File: src/rtl/cpu_run_pkg.sv
// cpu_run_pkg: shared state encoding for the CPU run harness.
package cpu_run_pkg;
  localparam int STATE_W = 3;
  typedef enum logic [STATE_W-1:0] {IDLE, LOAD, HOLD, RUN, DRD, DOUT, DONE} state_t;
endpackage

File: src/rtl/cpu_run_ctrl_if.sv
// cpu_run_ctrl_if: host, program-load, CPU, data-memory and dump signals of the run harness.
interface cpu_run_ctrl_if #(
  parameter int DATA_LEN  = 8,
  parameter int ADDR_LEN  = 8,
  parameter int INST_LEN  = 12,
  parameter int IADDR_LEN = 5,
  parameter int CNT_LEN   = 16
);
  logic                 start;
  logic [CNT_LEN-1:0]   run_cycles;
  logic                 ld_valid;
  logic                 ld_ready;
  logic [INST_LEN-1:0]  ld_data;
  logic                 ld_last;
  logic                 im_we;
  logic [IADDR_LEN-1:0] im_addr;
  logic [INST_LEN-1:0]  im_wdata;
  logic                 cpu_rstn;
  logic                 cpu_halt;
  logic                 mem_rd_en;
  logic [ADDR_LEN-1:0]  mem_rd_addr;
  logic [DATA_LEN-1:0]  mem_rd_data;
  logic                 dump_valid;
  logic                 dump_ready;
  logic [DATA_LEN-1:0]  dump_data;
  logic [ADDR_LEN-1:0]  dump_addr;
  logic                 dump_last;
  logic                 busy;
  logic                 done;
  logic [CNT_LEN-1:0]   cycles;
  modport master (
    input  start, run_cycles, ld_valid, ld_data, ld_last, cpu_halt, mem_rd_data, dump_ready,
    output ld_ready, im_we, im_addr, im_wdata, cpu_rstn, mem_rd_en, mem_rd_addr,
           dump_valid, dump_data, dump_addr, dump_last, busy, done, cycles
  );
  modport slave (
    output start, run_cycles, ld_valid, ld_data, ld_last, cpu_halt, mem_rd_data, dump_ready,
    input  ld_ready, im_we, im_addr, im_wdata, cpu_rstn, mem_rd_en, mem_rd_addr,
           dump_valid, dump_data, dump_addr, dump_last, busy, done, cycles
  );
endinterface

File: src/rtl/run_dump_stream.sv
// run_dump_stream: read-then-hold dump port; issues a memory read, presents the word until the sink takes it.
module run_dump_stream #(
  parameter int DATA_LEN = 8,
  parameter int ADDR_LEN = 8,
  parameter int MEM_SIZE = 256
) (
  input  logic                clk,
  input  logic                rstn,
  input  logic                i_clr,
  input  logic                i_rd,
  input  logic                i_out,
  input  logic [DATA_LEN-1:0] i_rd_data,
  input  logic                i_ready,
  output logic                o_rd_en,
  output logic                o_valid,
  output logic [DATA_LEN-1:0] o_data,
  output logic [ADDR_LEN-1:0] o_addr,
  output logic                o_last,
  output logic                o_hs
);
  logic [ADDR_LEN-1:0] r_addr;
  logic [DATA_LEN-1:0] r_data;
  logic                r_fresh;
  // Read data is only guaranteed the cycle after the strobe, so pass it through then and hold a copy after.
  assign o_data  = r_fresh ? i_rd_data : r_data;
  assign o_rd_en = i_rd;
  assign o_valid = i_out;
  assign o_addr  = r_addr;
  assign o_last  = i_out && r_addr == ADDR_LEN'(MEM_SIZE - 1);
  assign o_hs    = i_out && i_ready;
  always_ff @(posedge clk or negedge rstn) begin
    if (!rstn) begin
      r_addr  <= '0;
      r_data  <= '0;
      r_fresh <= 1'b0;
    end else begin
      r_fresh <= i_rd;
      if (r_fresh) r_data <= i_rd_data;
      if (i_clr) r_addr <= '0;
      else if (o_hs && !o_last) r_addr <= r_addr + 1'b1;
    end
  end
endmodule

File: src/rtl/cpu_run_ctrl.sv
// cpu_run_ctrl: load program, hold CPU in reset, run for a cycle budget, dump data memory.
// Define CPU_HALT_EN to let cpu_halt end the run early.
module cpu_run_ctrl
  import cpu_run_pkg::*;
#(
  parameter int DATA_LEN   = 8,
  parameter int ADDR_LEN   = 8,
  parameter int MEM_SIZE   = 256,
  parameter int INST_LEN   = 12,
  parameter int INST_CAP   = 20,
  parameter int IADDR_LEN  = 5,
  parameter int RST_CYCLES = 1,
  parameter int CNT_LEN    = 16
) (
  input logic            clk,
  input logic            rstn,
  cpu_run_ctrl_if.master bus
);
  state_t               r_state, w_next;
  logic [IADDR_LEN-1:0] r_ptr;
  logic [CNT_LEN-1:0]   r_budget, r_cycles, r_hold;
  logic                 w_start, w_acc, w_load_end, w_hold_end, w_run_end, w_hs, w_last;
  logic [ADDR_LEN-1:0]  w_addr;
  assign w_start    = bus.start && (r_state == IDLE || r_state == DONE);
  assign w_acc      = r_state == LOAD && bus.ld_valid;
  assign w_load_end = w_acc && (bus.ld_last || r_ptr == IADDR_LEN'(INST_CAP - 1));
  assign w_hold_end = r_hold == CNT_LEN'(RST_CYCLES - 1);
`ifdef CPU_HALT_EN
  assign w_run_end  = r_cycles == r_budget - 1'b1 || bus.cpu_halt;
`else
  assign w_run_end  = r_cycles == r_budget - 1'b1;
`endif
  always_comb begin
    w_next = r_state;
    unique case (r_state)
      IDLE, DONE: w_next = w_start ? LOAD : r_state;
      LOAD:       w_next = w_load_end ? HOLD : LOAD;
      HOLD:       w_next = w_hold_end ? RUN : HOLD;
      RUN:        w_next = w_run_end ? DRD : RUN;
      DRD:        w_next = DOUT;
      DOUT:       w_next = w_hs ? (w_last ? DONE : DRD) : DOUT;
      default:    w_next = IDLE;
    endcase
  end
  // r_budget stores max(run_cycles,1), so a zero budget still yields one RUN cycle.
  always_ff @(posedge clk or negedge rstn) begin
    if (!rstn) begin
      r_state  <= IDLE;
      r_ptr    <= '0;
      r_budget <= '0;
      r_cycles <= '0;
      r_hold   <= '0;
    end else begin
      r_state <= w_next;
      r_hold  <= r_state == HOLD ? r_hold + 1'b1 : '0;
      if (w_start) begin
        r_ptr    <= '0;
        r_cycles <= '0;
        r_budget <= bus.run_cycles == '0 ? CNT_LEN'(1) : bus.run_cycles;
      end else begin
        if (w_acc) r_ptr <= r_ptr + 1'b1;
        if (r_state == RUN && !(&r_cycles)) r_cycles <= r_cycles + 1'b1;
      end
    end
  end
  assign bus.ld_ready    = r_state == LOAD;
  assign bus.im_we       = w_acc;
  assign bus.im_addr     = r_ptr;
  assign bus.im_wdata    = w_acc ? bus.ld_data : {INST_LEN{1'b0}};
  assign bus.cpu_rstn    = r_state == RUN;
  assign bus.busy        = r_state != IDLE && r_state != DONE;
  assign bus.done        = r_state == DONE;
  assign bus.cycles      = r_cycles;
  assign bus.mem_rd_addr = w_addr;
  assign bus.dump_addr   = w_addr;
  assign bus.dump_last   = w_last;
  run_dump_stream #(.DATA_LEN(DATA_LEN), .ADDR_LEN(ADDR_LEN), .MEM_SIZE(MEM_SIZE)) u_dump (
    .clk       (clk),
    .rstn      (rstn),
    .i_clr     (w_start),
    .i_rd      (r_state == DRD),
    .i_out     (r_state == DOUT),
    .i_rd_data (bus.mem_rd_data),
    .i_ready   (bus.dump_ready),
    .o_rd_en   (bus.mem_rd_en),
    .o_valid   (bus.dump_valid),
    .o_data    (bus.dump_data),
    .o_addr    (w_addr),
    .o_last    (w_last),
    .o_hs      (w_hs)
  );
endmodule

File: src/flat_wrapper.sv
// flat-port wrapper written by rule: the top's interface ports become plain ports
module cpu_run_ctrl_flat import cpu_run_pkg::*;
#(
  parameter int DATA_LEN   = 8,
  parameter int ADDR_LEN   = 8,
  parameter int MEM_SIZE   = 256,
  parameter int INST_LEN   = 12,
  parameter int INST_CAP   = 20,
  parameter int IADDR_LEN  = 5,
  parameter int RST_CYCLES = 1,
  parameter int CNT_LEN    = 16
)
  (clk, rstn, bus_start, bus_run_cycles, bus_ld_valid, bus_ld_data, bus_ld_last, bus_cpu_halt, bus_mem_rd_data, bus_dump_ready, bus_ld_ready, bus_im_we, bus_im_addr, bus_im_wdata, bus_cpu_rstn, bus_mem_rd_en, bus_mem_rd_addr, bus_dump_valid, bus_dump_data, bus_dump_addr, bus_dump_last, bus_busy, bus_done, bus_cycles);
  cpu_run_ctrl_if #(.DATA_LEN(DATA_LEN), .ADDR_LEN(ADDR_LEN), .INST_LEN(INST_LEN), .IADDR_LEN(IADDR_LEN), .CNT_LEN(CNT_LEN)) bus_i ();
  input logic clk;
  input logic rstn;
  input wire logic [$bits(bus_i.start)-1:0] bus_start;
  input wire logic [$bits(bus_i.run_cycles)-1:0] bus_run_cycles;
  input wire logic [$bits(bus_i.ld_valid)-1:0] bus_ld_valid;
  input wire logic [$bits(bus_i.ld_data)-1:0] bus_ld_data;
  input wire logic [$bits(bus_i.ld_last)-1:0] bus_ld_last;
  input wire logic [$bits(bus_i.cpu_halt)-1:0] bus_cpu_halt;
  input wire logic [$bits(bus_i.mem_rd_data)-1:0] bus_mem_rd_data;
  input wire logic [$bits(bus_i.dump_ready)-1:0] bus_dump_ready;
  output wire logic [$bits(bus_i.ld_ready)-1:0] bus_ld_ready;
  output wire logic [$bits(bus_i.im_we)-1:0] bus_im_we;
  output wire logic [$bits(bus_i.im_addr)-1:0] bus_im_addr;
  output wire logic [$bits(bus_i.im_wdata)-1:0] bus_im_wdata;
  output wire logic [$bits(bus_i.cpu_rstn)-1:0] bus_cpu_rstn;
  output wire logic [$bits(bus_i.mem_rd_en)-1:0] bus_mem_rd_en;
  output wire logic [$bits(bus_i.mem_rd_addr)-1:0] bus_mem_rd_addr;
  output wire logic [$bits(bus_i.dump_valid)-1:0] bus_dump_valid;
  output wire logic [$bits(bus_i.dump_data)-1:0] bus_dump_data;
  output wire logic [$bits(bus_i.dump_addr)-1:0] bus_dump_addr;
  output wire logic [$bits(bus_i.dump_last)-1:0] bus_dump_last;
  output wire logic [$bits(bus_i.busy)-1:0] bus_busy;
  output wire logic [$bits(bus_i.done)-1:0] bus_done;
  output wire logic [$bits(bus_i.cycles)-1:0] bus_cycles;
  assign bus_i.start = bus_start;
  assign bus_i.run_cycles = bus_run_cycles;
  assign bus_i.ld_valid = bus_ld_valid;
  assign bus_i.ld_data = bus_ld_data;
  assign bus_i.ld_last = bus_ld_last;
  assign bus_i.cpu_halt = bus_cpu_halt;
  assign bus_i.mem_rd_data = bus_mem_rd_data;
  assign bus_i.dump_ready = bus_dump_ready;
  assign bus_ld_ready = bus_i.ld_ready;
  assign bus_im_we = bus_i.im_we;
  assign bus_im_addr = bus_i.im_addr;
  assign bus_im_wdata = bus_i.im_wdata;
  assign bus_cpu_rstn = bus_i.cpu_rstn;
  assign bus_mem_rd_en = bus_i.mem_rd_en;
  assign bus_mem_rd_addr = bus_i.mem_rd_addr;
  assign bus_dump_valid = bus_i.dump_valid;
  assign bus_dump_data = bus_i.dump_data;
  assign bus_dump_addr = bus_i.dump_addr;
  assign bus_dump_last = bus_i.dump_last;
  assign bus_busy = bus_i.busy;
  assign bus_done = bus_i.done;
  assign bus_cycles = bus_i.cycles;
  cpu_run_ctrl #(.DATA_LEN(DATA_LEN), .ADDR_LEN(ADDR_LEN), .MEM_SIZE(MEM_SIZE), .INST_LEN(INST_LEN), .INST_CAP(INST_CAP), .IADDR_LEN(IADDR_LEN), .RST_CYCLES(RST_CYCLES), .CNT_LEN(CNT_LEN)) u_core (.clk(clk), .rstn(rstn), .bus(bus_i));
endmodule
File: config.mk
export PLATFORM = sky130hd
export DESIGN_NAME = cpu_run_ctrl_flat
export DESIGN_NICKNAME = d
export VERILOG_FILES = /design/src/rtl/cpu_run_pkg.sv /design/src/rtl/cpu_run_ctrl_if.sv /design/src/rtl/run_dump_stream.sv /design/src/rtl/cpu_run_ctrl.sv /design/src/flat_wrapper.sv
export SDC_FILE = /design/constraint.sdc
export NUM_CORES = 1
export LEC_CHECK = 0
export CORE_MARGIN = 10
export CORE_UTILIZATION = 40
export CTS_CLUSTER_DIAMETER = 60
export DETAILED_ROUTE_END_ITERATION = 6
export PLACE_DENSITY = 0.7
export SETUP_SLACK_MARGIN = 0.4
export SLEW_MARGIN = 20
export SYNTH_ARGS = -nofsm -noshare
export SYNTH_HDL_FRONTEND = slang
export SYNTH_SLANG_ARGS = --single-unit
File: constraint.sdc
create_clock -name clk -period 2.3 [get_ports clk]
set_input_delay 0.345 -clock clk [delete_from_list [all_inputs] [get_ports clk]]
set_output_delay 0.345 -clock clk [all_outputs]
set_load 0.02 [all_outputs]
Word level (Yosys, flattened, before mapping)

Index checks and enable logic that the tools add are counted.

Flip-flop bits (word level): 73
Bits of input ports: 43
Output and inout port bits: 65
Logic and storage cells: 62

$add $sub $neg: 5
Eq/ne operators: 11
Muxes and demuxes: 17
Reduce and logical (&&, ||, !) cells: 21

Operators by type and width:

| kind                                                                   | number |
|---|---|
| 16-bit 2-to-1 mux                                                      | 4 |
| 16-bit by 1-bit adder with 16-bit output (second input constant)       | 2 |
| 16-bit zero test                                                       | 2 |
| 8-bit 2-to-1 mux                                                       | 3 |
| 3-bit case mux with 6 select lines                                     | 1 |
| 16-bit equality test                                                   | 1 |
| 16-bit AND reduction                                                   | 1 |
| 16-bit by 1-bit subtractor with 16-bit output (second input constant)  | 1 |
| 12-bit 2-to-1 mux                                                      | 1 |
| 5-bit 2-to-1 mux                                                       | 2 |
| 3-bit equality test (second input constant)                            | 3 |
| 3-bit 2-to-1 mux                                                       | 3 |
| 8-bit by 1-bit adder with 8-bit output (second input constant)         | 1 |
| 8-bit equality test (second input constant)                            | 1 |
| 1-bit logical AND                                                      | 8 |
| 3-bit by 2-bit equality test with 1-bit output (second input constant) | 2 |
| 2-bit nonzero test                                                     | 3 |
| 5-bit by 1-bit adder with 5-bit output (second input constant)         | 1 |
| 5-bit equality test (second input constant)                            | 1 |
| 2-bit 2-to-1 mux                                                       | 2 |
| 3-bit by 1-bit equality test with 1-bit output (second input constant) | 1 |
| 3-bit zero test                                                        | 1 |
| 3-bit inequality test (second input constant)                          | 1 |
| 3-bit nonzero test                                                     | 1 |
| 5 further kinds                                                        | 7 |

Logic depth before layout (Yosys ltp)

Word-level depth: 6
Depth in mapped cells: 8
Gate-level depth less buffers: 8

Hierarchy

Synthesis repeated with hierarchy kept, for this count alone.

Cell total of the unflattened synthesis: 424
Area, all modules: 4185.3 um^2

By module, submodules not included:

| module          | times used | cells each | area an instance (um^2) | seq. area each (um^2) |
|---|---|---|---|---|
| cpu_run_ctrl    | 1          | 360        | 3394.5                  | 1401.3 |
| run_dump_stream | 1          | 64         | 790.8                   | 425.4 |

Least setup slack after synthesis

No wires, ideal clock.

Path type: register -> register
Start: register u_core.r_budget[0]
End: register u_core.r_state[2]
Arrival: 2.036 ns
Required time: 2.181 ns
Path slack: 0.146 ns
Stages on the path, launching flop included: 8
Buffers on the path: 0
Period minus slack after synthesis: 2.154 ns
Cells stage by stage: dfrtp_1 > inv_1 > ha_1 > nor3b_1 > nand2_1 > o311a_1 > and4_1 > a21bo_1

Longest elaborated chain between the ends: 4

RTL lines:

| element                                       | RTL line           | source |
|---|---|---|
| start: declaration                            | cpu_run_ctrl.sv:21 | `logic [CNT_LEN-1:0] r_budget, r_cycles, r_hold;` |
| start signal: assignment                      | cpu_run_ctrl.sv:59 | `r_budget <= bus.run_cycles == '0 ? CNT_LEN'(1) : bus.run_cycles;` |
| 16-bit by 1-bit subtractor with 16-bit output | cpu_run_ctrl.sv:31 | `assign w_run_end = r_cycles == r_budget - 1'b1;` |
| 16-bit equality test                          | cpu_run_ctrl.sv:31 |  |
| 3-bit 2-to-1 mux                              | cpu_run_ctrl.sv:39 | `RUN: w_next = w_run_end ? DRD : RUN;` |
| 3-bit case mux with 6 select lines            | cpu_run_ctrl.sv:35 | `unique case (r_state)` |
| end signal: assignment                        | cpu_run_ctrl.sv:54 | `r_state <= w_next;` |
| end: declaration                              | cpu_run_ctrl.sv:19 | `state_t r_state, w_next;` |

Every way passes these cells.
A chain may end at the register's enable or synchronous reset.

Worst setup path in the final report

Start: register u_core.r_budget[1]
End: register u_core.r_state[1]

The elaborated chain is that of the path after synthesis.

==> results.tsv <==
stage	metric	value	unit
layout	layout_common_cells	clkdlybuf4s50_1 (73), dfrtp_1 (56), nor2_1 (49)	
clock_network	cts.clk_slew.worst_paths	0.08	ns
yosys	yosysUniqueCellTypes	58	
critical_path	end_kind	flop	
layout	num_antenna_cells	0	
critical_path	worst-endpoint-arrival	2.27	ns
clock_network	clock_sinks	73	
placed_design	gp_congestion	0.8682	
timing	fmax	487.7	MHz
critical_path	critPathSlowestCell	or4_4	
power_and_ir_drop	swShare	38.85	%
power_and_ir_drop	p_seq_share	34.3	%
layout	drive_gt1_share	28.91	%
layout	design_area	0.006203	mm²
global_routing	grt_overflow	0	
floorplanning	rows	37	
power_and_ir_drop	p_per_area	984.4	mW/mm²
timing	fin_tns_setup	0	ns
timing	rsz0062_at_grt	true	
critical_path	cp.required	2.52	ns
clock_network	cts_made_buffers	9	
drt	via_per_inst	5.289	
drt	drt-initial-drc-count	277	
layout	layout_commonest_cell	clkdlybuf4s50_1	
timing	fin_crit_sh	89.16	%
yosys	synth_flop_cell	dfrtp_1	
power_and_ir_drop	p_comb_share	46.8	%
critical_path	path_max_fanout	3	
layout	syn_to_final_growth	49.07	%
critical_path	reg2reg_to	u_core.r_state[1]$_DFFE_PN0P_	
job	max-cap-violations	0	
clock_network	ctsHtreeMaxLevel	3	
yosys	synth_area	0.004161	mm²
critical_path	r2r_start	u_core.r_budget[1]$_DFFE_PN0P_	
global_routing	grt_antenna_before_repair	0	
timing	hold_viol_final	0	
critical_path	critPathKind	reg -> reg	
run_status	status	complete, no violations	
drt	drc	0	
placed_design	place_area	0.005401	mm²
yosys	yosysSeqAreaShare	43.90	%
power_and_ir_drop	fin_total_pwr	6.107	mW
critical_path	ff2ff_path_depth	7	
critical_path	rrSetupSlack	0.25	ns
critical_path	start_kind	flop	
timing	setup_viol	0	
critical_path	cp_cell_sequence	buf_6 > nor4_4 > nand2_2 > or4_4 > a22oi_2 > and4_4 > o21ai_1	
clock_network	cts_tree	done	
power_and_ir_drop	power.share.clock	18.9	%
critical_path	cpPeakStageDelay	0.49	ns
floorplanning	start_util	40.68	%
drt	dr.pass1.iters	4	
critical_path	startpoint	u_core.r_budget[1]$_DFFE_PN0P_	
worst_hold_path	hold_path_class	in -> async	
clock_network	clk_latency	0.34	ns
drt	wl_per_cell	16.63	µm
placed_design	io_buffers	106	
timing	slew_viol_final	0	
layout	fillers	845	
global_routing	grt_pass1_vias	3762	
timing	tightestPinTransition	0.6398	ns
power_and_ir_drop	ir_worst_vdd	0.0004821	V
yosys	synth-edff-count	0	
floorplanning	die_x	122	µm
critical_path	setup.worst_path.end	u_core.r_state[1]$_DFFE_PN0P_	
power_and_ir_drop	leakagePower	2.696	nW
global_routing	grt_start_max_net_pins	52	
yosys	avgSynthCellArea	9.523	µm²
yosys	synthesis.nets	486	
global_routing	grt_pass1_wl	18750	µm
yosys	ys_ff_latch	73	
global_routing	globalRouteTotalUtil	15.15	%
power_and_ir_drop	internal_power	3.735	mW
drt	detail-route-antenna-nets	0	
layout	num-nets-final	639	
placed_design	hpwl	8226	µm
floorplanning	dieArea	0.01488	mm²
clock_network	cts_buffer_depth	2	
timing	finalCriticalPeriod	2.051	ns
floorplanning	boundaryPins	108	
yosys	synth_warnings	0	
drt	wl	12160	µm
floorplanning	die_h	122	µm
floorplanning	core	0.01023	mm²
yosys	synthCells	437	
drt	vias	3866	
timing	slew_headroom	57.35	%
yosys	async_reset_ff_share	100.0	%
timing	fin_skew	0.008049	ns
clock_network	cts_root_buf	clkbuf_8	
power_and_ir_drop	p_sw	2.372	mW
-- how the worst min path moves through the flow --
stage          from                               end  slack, ns  cells after the start
2_1_floorplan  rstn  u_core.bus.cycles[0]$_DFFE_PN0P_       0.05                      0
6_report       rstn   u_core.r_budget[11]$_DFFE_PN0P_       0.33                      2
4_1_cts        rstn   u_core.r_budget[15]$_DFFE_PN0P_       0.32                      2
3_5_place_dp   rstn   u_core.r_budget[11]$_DFFE_PN0P_       0.16                      1
5_1_grt        rstn   u_core.r_budget[11]$_DFFE_PN0P_       0.34                      2
3_3_place_gp   rstn   u_core.r_budget[11]$_DFFE_PN0P_       0.16                      1
-- Yosys cell counts (2+ instances only) --
cell type  count  area share, %
a22oi_1        2           0.36
nor2b_1        5           0.75
dfrtp_1       73             44
or3_1         12            1.8
a2bb2oi_1      2           0.42
and4_1         7            1.5
a41oi_1        2           0.42
or4_1          2           0.36
mux2i_1        4           0.96
xor2_1        23            4.8
inv_1         18            1.6
nand4b_1       3           0.63
and3_1         4           0.60
nor4_1         6           0.90
mux2_2        18            4.9
ha_1           6            1.8
nand3_1       14            1.7
and2_1        13            2.0
a21oi_1       16            1.9
clkbuf_1      10           0.90
nor4bb_1       2           0.48
buf_4          8            1.4
o211ai_1       2           0.36
nand2_1       26            2.3
xnor2_1       21            4.4
nand2b_1       5           0.75
a211oi_1       3           0.54
a21o_1         2           0.36
nor2_1        50            4.5
buf_2          6           0.72
nor3_1        10            1.2
o21ai_0       21            2.5
o22ai_1        2           0.30
nand4_1       15            2.3
-- critical path: cells and delay by family (launching register included) --
kind,cells,cell delay (ns)
AO/OA/AOI/OAI,2,0.23
buffers and inverters,1,0.13
flip-flops,1,0.41
AND/OR/NAND/NOR,4,1.14
-- routing by layer --
metal | wire (µm) | GRT usage [%] | up-vias
li1 | - | - | 1845
met1 | 5327 | 19.56 | 1876
met2 | 5838 | 24.63 | 132
met3 | 855 | 3.284 | 13
met4 | 136 | 4.993 | 0
met5 | 0 | 0 | -
-- metrics by stage --
step | utilization (%) | hold slack, ns | setup slack (ns) | std cells
after global placement | 52.79 | 0.1600 | -0.03749 | 667
after floorplan | - | 0.04941 | 0.3014 | 437
final | 60.63 | 0.3331 | 0.2494 | 731
after CTS | 57.97 | 0.3211 | 0.1828 | 713
after detailed placement | 52.79 | 0.1634 | -0.07969 | 667
after global routing | 60.63 | 0.3399 | 0.1278 | 731
-- sequential cells by signal, summed over array words and instances (netlist names) --
| register | flops |
|---|---|
| u_core.r_budget | 16 |
| u_core.r_state | 3 |
| u_core.u_dump.o_addr | 8 |
| u_core.bus.im_addr | 5 |
| u_core.r_hold | 16 |
| u_core.bus.cycles | 16 |
| u_core.u_dump.r_data | 8 |
| u_core.u_dump.r_fresh | 1 |
-- logic make-up after synthesis --
family          after synthesis  share of synthesized area (%)
fa+ha+maj                     6                          1.804
compound gates               66                          10.01
buf+inv                      43                          4.961
xor+xnor                     45                          9.802
mux                          22                          5.833
flops                        73                          43.90
simple gates                182                          23.69
-- timing repair --
action                                  CTS  global route
pin swaps                                15            13
gates cloned                              1             2
gates resized for setup                 127            61
hold buffers                              1             0
endpoints found under the setup margin   44            50
endpoints found under the hold margin     3             0
setup buffers                            28            16
-- power by group through the flow --
stage	Sequential, mW	Clock (mW)	Combinational, mW
after global routing	2.14	1.24	3.10
final	2.09	1.15	2.86
after detailed placement	2.07	0	2.30
after CTS	2.07	1.18	2.57
after floorplan	2.02	0	1.48
after global placement	2.05	0	2.25
-- area by class of cell --
class	count	area, µm²	share of cell area [%]
Clock buffer	11	151.4	2.440
Clock inverter	5	77.57	1.251
Inverter	18	70.07	1.129
Multi-Input combinational cell	321	2310	37.23
Sequential cell	73	1848	29.79
Tap cell	136	170.2	2.743
Timing Repair Buffer	167	1577	25.41
No activity file was read; power rests on OpenSTA's default activity.
